**src/rtl/fixed_to_fp_pkg.sv**
```systemverilog
// rtl/fixed_to_fp_pkg.sv - shared widths, sample type and constants for the fixed-to-float path
package fixed_to_fp_pkg;

  localparam int FRAC_W = 19;
  localparam int FP_W   = 32;

  localparam logic [FP_W-1:0] FP_POS_ZERO = 32'h0000_0000;

  // One fixed-point sample: sign-magnitude, magnitude = int_bit + frac / 2^FRAC_W
  typedef struct packed {
    logic              sign;
    logic              int_bit;
    logic [FRAC_W-1:0] frac;
  } fixed_sample_t;

  // True when the magnitude is exactly zero (no leading one for the converter)
  function automatic logic fixed_is_zero(input fixed_sample_t s);
    return !s.int_bit && (s.frac == '0);
  endfunction

endpackage

```
**src/rtl/fixed_to_fp.sv**
```systemverilog
// rtl/fixed_to_fp.sv - combinational sign/int/19-bit-fraction to IEEE-754 single converter
module fixed_to_fp
  import fixed_to_fp_pkg::*;
(
  input  logic              i_sign,
  input  logic              i_int,
  input  logic [FRAC_W-1:0] i_frac,
  output logic [FP_W-1:0]   o_fp
);

  localparam int MANT_W   = 23;
  localparam int EXP_BIAS = 127;
  localparam int LEAD_W   = $clog2(FRAC_W + 1);

  logic [FRAC_W:0]   w_mag;
  logic [LEAD_W-1:0] w_lead;
  logic [MANT_W-1:0] w_mant;
  logic [7:0]        w_exp;

  assign w_mag = {i_int, i_frac};

  // Position of the most significant set bit of the magnitude
  always_comb begin
    w_lead = '0;
    for (int i = 0; i <= FRAC_W; i++) begin
      if (w_mag[i]) w_lead = LEAD_W'(i);
    end
  end

  // The leading one is shifted out past bit MANT_W-1; at most 19 bits remain, so no rounding
  assign w_mant = MANT_W'(w_mag) << (LEAD_W'(MANT_W) - w_lead);

  // Bit position p of the leading one has weight 2^(p - FRAC_W)
  assign w_exp = 8'(EXP_BIAS - FRAC_W) + 8'(w_lead);

  assign o_fp = (w_mag == '0) ? {i_sign, FP_POS_ZERO[FP_W-2:0]} : {i_sign, w_exp, w_mant};

endmodule

```
**src/rtl/fixed_to_fp_arbiter.sv**
```systemverilog
// rtl/fixed_to_fp_arbiter.sv - N-way arbiter sharing one fixed_to_fp converter; FIXED_TO_FP_ARB_RR_EN selects round-robin
module fixed_to_fp_arbiter
  import fixed_to_fp_pkg::*;
#(
  parameter int N_REQ = 4,
  parameter int ID_W  = 2
) (
  input  logic                    clk_i,
  input  logic                    rst_ni,
  input  logic [N_REQ-1:0]        req_valid_i,
  output logic [N_REQ-1:0]        req_ready_o,
  input  logic [N_REQ-1:0]        req_sign_i,
  input  logic [N_REQ-1:0]        req_integer_i,
  input  logic [N_REQ*FRAC_W-1:0] req_frac_i,
  output logic                    out_valid_o,
  input  logic                    out_ready_i,
  output logic [FP_W-1:0]         out_fp_o,
  output logic [ID_W-1:0]         out_id_o,
  output logic [15:0]             conv_count_o
);

  logic             r_out_valid;
  logic [FP_W-1:0]  r_out_fp;
  logic [ID_W-1:0]  r_out_id;
  logic [15:0]      r_conv_count;

  logic             w_load;
  logic             w_grant_vld;
  logic [ID_W-1:0]  w_grant_idx;
  logic [N_REQ-1:0] w_grant_oh;
  logic             w_xfer;
  fixed_sample_t    w_sel;
  logic [FP_W-1:0]  w_conv_fp;
  logic [FP_W-1:0]  w_result;

`ifdef FIXED_TO_FP_ARB_RR_EN
  logic [ID_W-1:0]    r_ptr;
  logic [2*N_REQ-1:0] w_dbl;
  logic [N_REQ-1:0]   w_rot;

  assign w_dbl = {req_valid_i, req_valid_i};
  assign w_rot = N_REQ'(w_dbl >> r_ptr);

  // Round-robin: first valid requester at or after the pointer, wrapping modulo N_REQ
  always_comb begin
    w_grant_vld = 1'b0;
    w_grant_idx = '0;
    for (int off = N_REQ - 1; off >= 0; off--) begin
      if (w_rot[off]) begin
        w_grant_vld = 1'b1;
        w_grant_idx = ID_W'((int'(r_ptr) + off) % N_REQ);
      end
    end
  end
`else
  // Fixed priority: lowest valid index wins
  always_comb begin
    w_grant_vld = 1'b0;
    w_grant_idx = '0;
    for (int k = N_REQ - 1; k >= 0; k--) begin
      if (req_valid_i[k]) begin
        w_grant_vld = 1'b1;
        w_grant_idx = ID_W'(k);
      end
    end
  end
`endif

  assign w_load      = !r_out_valid || out_ready_i;
  assign w_grant_oh  = w_grant_vld ? (N_REQ'(1) << w_grant_idx) : '0;
  // Gated by rst_ni so no requester sees an accept while reset is held
  assign req_ready_o = (w_load && rst_ni) ? w_grant_oh : '0;
  assign w_xfer      = w_grant_vld && w_load;

  // Steer the granted requester's fields into the shared converter
  always_comb begin
    w_sel = '0;
    for (int k = 0; k < N_REQ; k++) begin
      if (w_grant_oh[k]) begin
        w_sel.sign    = req_sign_i[k];
        w_sel.int_bit = req_integer_i[k];
        w_sel.frac    = req_frac_i[FRAC_W*k +: FRAC_W];
      end
    end
  end

  fixed_to_fp u_conv (
    .i_sign (w_sel.sign),
    .i_int  (w_sel.int_bit),
    .i_frac (w_sel.frac),
    .o_fp   (w_conv_fp)
  );

  assign w_result = fixed_is_zero(w_sel) ? {w_sel.sign, FP_POS_ZERO[FP_W-2:0]} : w_conv_fp;

  // Output register: load on transfer, clear on a pop with nothing behind it
  always_ff @(posedge clk_i or negedge rst_ni) begin
    if (!rst_ni) begin
      r_out_valid <= 1'b0;
      r_out_fp    <= FP_POS_ZERO;
      r_out_id    <= '0;
    end else if (w_xfer) begin
      r_out_valid <= 1'b1;
      r_out_fp    <= w_result;
      r_out_id    <= w_grant_idx;
    end else if (out_ready_i) begin
      r_out_valid <= 1'b0;
    end
  end

  // Accepted-conversion counter, wraps at 16 bits
  always_ff @(posedge clk_i or negedge rst_ni) begin
    if (!rst_ni) begin
      r_conv_count <= '0;
    end else if (w_xfer) begin
      r_conv_count <= r_conv_count + 16'd1;
    end
  end

`ifdef FIXED_TO_FP_ARB_RR_EN
  // Pointer moves to the slot after the winner; held when nothing transfers
  always_ff @(posedge clk_i or negedge rst_ni) begin
    if (!rst_ni) begin
      r_ptr <= '0;
    end else if (w_xfer) begin
      r_ptr <= ID_W'((int'(w_grant_idx) + 1) % N_REQ);
    end
  end
`endif

  assign out_valid_o  = r_out_valid;
  assign out_fp_o     = r_out_fp;
  assign out_id_o     = r_out_id;
  assign conv_count_o = r_conv_count;

endmodule

```
**config.mk**
```make
export PLATFORM = sky130hd
export DESIGN_NAME = fixed_to_fp_arbiter
export DESIGN_NICKNAME = d
export VERILOG_FILES = /design/src/rtl/fixed_to_fp_pkg.sv /design/src/rtl/fixed_to_fp.sv /design/src/rtl/fixed_to_fp_arbiter.sv
export SDC_FILE = /design/constraint.sdc
export NUM_CORES = 1
export LEC_CHECK = 0
export ABC_AREA = 1
export CAP_MARGIN = 20
export CORE_MARGIN = 2
export CORE_UTILIZATION = 50
export CTS_BUF_LIST = sky130_fd_sc_hd__clkbuf_8
export DETAILED_ROUTE_END_ITERATION = 8
export PLACE_DENSITY_LB_ADDON = 0.1
export RECOVER_POWER = 50
export SLEW_MARGIN = 30
export SYNTH_ARGS = -nofsm -noshare
export SYNTH_HDL_FRONTEND = slang
export SYNTH_SLANG_ARGS = --single-unit
```
**constraint.sdc**
```tcl
create_clock -name clk_i -period 3.45 [get_ports clk_i]
set_input_delay 1.035 -clock clk_i [delete_from_list [all_inputs] [get_ports clk_i]]
set_output_delay 1.035 -clock clk_i [all_outputs]
set_load 0.01 [all_outputs]
```
==> out/results.ini, run 1 <==
[status]
status = aborted with a tool error
stop_stage = global routing
firstError = [ERROR GRT-0232] Routing congestion too high. Check the congestion heatmap in the GUI.

[floorplan]
io_pins = 146
rows = 31
dieWidth_um = 91.4
start_util = 0.521
die_h_um = 91.4

[grt]
grt.overflow.total = 368
antenna_found_initial = 1
grt_max_degree = 52
grt_usage = 0.875

[placed_design]
globalplace.congestion = 0.973
place_area_mm2 = 0.00596
dpl.hpwl_mm = 10.5
port_buffers = 145

[yosys]
async_flop_share = 1.00
synth_edf_count = 0
seq_area_frac_synth = 0.334
yosysTopAreaCell = dfrtp_1
synthFlopType = dfrtp_1
syn_avg_cell_area_um2 = 6.76
ys_ff_latch = 51
yosys-top-cells-count = 196 x nand2_1, 87 x nand3_1, 51 x dfrtp_1, 51 x inv_1, 35 x nor2_1
synth_nets = 661
yosys_warnings = 0
ys_types = 40
synth_cells = 565
synth_top_area_frac = 0.334
yosys.cell_count.top_type = nand2_1
ys_top_cells_by_area = dfrtp_1 33%, nand2_1 19%, nand3_1 11%, inv_1 5.0%, nor2_1 3.4%
syn-cell-area_mm2 = 0.00382

[clocking]
ctsHtreeMaxLevel = 2
cts_buffers = 5
cts_sinks = 51
cts-root-buf = clkbuf_8
clock_path_buffers = 2

[timing]
grt-worst-endpoint = out_fp_o[11]$_DFFE_PN0P_/D
worst-ep-kind = register input

==> layer usage <==
metal	track usage	GRT overflow
met2	1.10	242
met3	0.640	2
met4	1.04	124
met5	0.0897	0
met1	0.820	0
==> cell families after synthesis <==
kind of cell | share of synthesized area
adders and majority gates | 0.0164
xor gates and xnor gates | 0.0321
AOI/OAI and AO/OA | 0.137
DFF | 0.334
buffers and inverters | 0.0917
and+or+nand+nor | 0.388
==> through the flow <==
stage / std cells / worst slack, ns / util
2_1_floorplan: 565 / -0.0585 / -
3_3_place_gp: 865 / -0.673 / 0.813
3_5_place_dp: 865 / -0.737 / 0.813
4_1_cts: 884 / 0.00625 / 0.873
==> repair_timing <==
item / CTS
setup endpoints to repair: 33
gates cloned: 3
setup buffers: 8
hold buffers: 0
hold endpoints to repair: 0
gates resized for setup: 65
pin swaps: 29
==> run 2, diff against run 1 <==
- CORE_UTILIZATION: 50 -> 40
- CTS_BUF_LIST: sky130_fd_sc_hd__clkbuf_8 -> unset
- PLACE_DENSITY_LB_ADDON: 0.1 -> 0.15
==> run 2 against run 1 <==
The flow now finishes without violations. Area after synthesis unchanged. Synthesized cell count is the same.
==> out/results.ini, run 2 <==
[status]
status = complete, no violations

[placed_design]
numPlacedInstances = 888
place_area_mm2 = 0.00596
globalplace.congestion = 0.975
dpl.hpwl_mm = 9.97
port_buffers = 145
dp_slack_ns = -0.720

[clocking]
cts-root-buf = clkbuf_8
clkLatencyLatePin_ns = 0.31
holdBufCountCts = 0
cts_tree = yes
cts_sinks = 51
ctsHtreeMaxLevel = 2
path_clk_slew_ns = 0.11
clock_path_buffers = 2
cts_buffers = 5

[finish]
fin_util = 0.747
drive_gt1_frac = 0.297
layout_commonest_cell = nand2_1
stdcell_area_mm2 = 0.00690
layout.nets = 883
largest_reg_flops = 32
areaGrowthSynthToFinish_pct = 80.8
antenna_cells = 0
final_cells = 917
layout_common_cells = 161 x nand2_1, 134 x clkdlybuf4s50_1, 66 x buf_4, 51 x dfrtp_1, 47 x inv_1

[min_path]
hold_class = flop to flop
min-delay-start = conv_count_o[15]
holdPathStages = 1
min_to = conv_count_o[15]

[power]
power.density_mw_per_mm2 = 394
leakage_nw = 3.28
vdd_drop_max_uv = 246
finalPower_mw = 2.72

[timing]
setup_viol = 0
finalHoldViolations = 0
worstMarginPinSlew_ns = 1.24
maxSlewViolCount = 0
skew_ns = 0.0165
fin_crit_sh = 0.998
whs_ns = 0.478
max_freq_mhz = 291
rsz0062_at_grt = true
relSlewSlack = 0.176
setup_slack_ns = 0.00842
tns_ns = 0
fin_crit_ns = 3.44

[grt]
grt_pass1_wl_mm = 20.9
grt.overflow.total = 0
grt_pass1_vias = 4504
grt_usage = 0.253
grt_max_degree = 52
antenna_found_initial = 0

[setup_path]
reg2reg_to = conv_count_o[15]
cp-end-kind = flop
cpMostUsedCell = nand2_1
start_kind = input pin
required_ns = 3.67
path_buf_inv = 4
critPathKind = input pin to flop
cp.arrival_ns = 3.66
crit_family = simple AND/OR/NAND/NOR gates
reg2reg_slack_ns = 1.27
path_max_fanout = 7
worst_path_max_delay_cell = nor2_4
timing.rr.start = out_valid_o
max_stage_delay_ns = 0.21
r2r_cells = 13

[floorplan]
start_util = 0.413
coreArea_mm2 = 0.00924
io_pins = 146
dieWidth_um = 102
die-area_mm2 = 0.0103
rows = 35
die_h_um = 102

[route]
dr_total_vias = 4723
dr.pass1.iters = 5
drc_errors = 0
wl_per_cell_um = 14.8
drtIter0Drc = 197
routed_wl_mm = 13.5
avgViaCountPerCell = 5.15
antenna_left = 0

[yosys]
synth_edf_count = 0
syn_avg_cell_area_um2 = 6.76
syn-cell-area_mm2 = 0.00382
ys_ff_latch = 51
ys_top_cells_by_area = dfrtp_1 33%, nand2_1 19%, nand3_1 11%, inv_1 5.0%, nor2_1 3.4%
yosys_warnings = 0
yosysTopAreaCell = dfrtp_1
synthFlopType = dfrtp_1
seq_area_frac_synth = 0.334
async_flop_share = 1.00
ys_types = 40
yosys.cell_count.top_type = nand2_1
synth_cells = 565
synth_top_area_frac = 0.334
yosys-top-cells-count = 196 x nand2_1, 87 x nand3_1, 51 x dfrtp_1, 51 x inv_1, 35 x nor2_1
synth_nets = 661

[job]
drv_cap = 0

==> run 2: cell counts after synthesis <==
Identical to the previous run, type by type.
==> run 2: worst max path at each step <==
stage | from | slack, ns | end | depth (start not counted)
5_1_grt | req_valid_i[0] | -0.25 | out_fp_o[17] | 34
3_3_place_gp | req_valid_i[0] | -0.67 | out_fp_o[16] | 19
2_1_floorplan | req_valid_i[0] | -0.06 | out_fp_o[14] | 17
6_report | req_valid_i[0] | 0.008 | out_fp_o[22] | 33
3_5_place_dp | req_valid_i[0] | -0.72 | out_fp_o[7] | 20
4_1_cts | req_valid_i[0] | 0.007 | out_fp_o[20] | 33
==> run 2: logic make-up after synthesis <==
group,Yosys count,share of synthesized area
AND/OR/NAND/NOR,342,0.388
buffers and inverters,80,0.0917
AO/OA/AOI/OAI,73,0.137
adder cells (fa/ha/maj),5,0.0164
XOR/XNOR,14,0.0321
flip-flops,51,0.334
==> run 2: repair_timing <==
item	in CTS	in global routing
hold endpoints to repair	0	0
setup buffers	11	6
gates cloned	1	3
pin swaps	15	42
endpoints found under the setup margin	33	28
gates resized for setup	38	124
==> run 2: area by class of cell <==
cell class / count / area [µm²]
fill: 757 / 2340
timing repair buffer: 233 / 2270
multi-input combinational: 437 / 2860
clock buffer: 5 / 68.8
tap: 129 / 161
sequential: 51 / 1280
clock inverter: 3 / 28.8
inverter: 59 / 236
==> run 2: routing by layer <==
| metal | GRT usage | wire (µm) | vias up |
|---|---|---|---|
| li1 | - | - | 2294 |
| met1 | 0.318 | 5520 | 2250 |
| met2 | 0.455 | 7130 | 150 |
| met3 | 0.0317 | 561 | 29 |
| met4 | 0.0717 | 316 | 0 |
| met5 | 0 | 0 | - |
==> run 2: power breakdown <==
group | internal (mW) | switching, mW | total [mW] | leakage (nW)
clock network | 0.151 | 0.225 | 0.376 | 0.0502
registers | 0.740 | 0.115 | 0.855 | 0.637
logic | 0.750 | 0.739 | 1.49 | 2.60
total | 1.64 | 1.08 | 2.72 | 3.28
(Power assumes the default switching activity.)
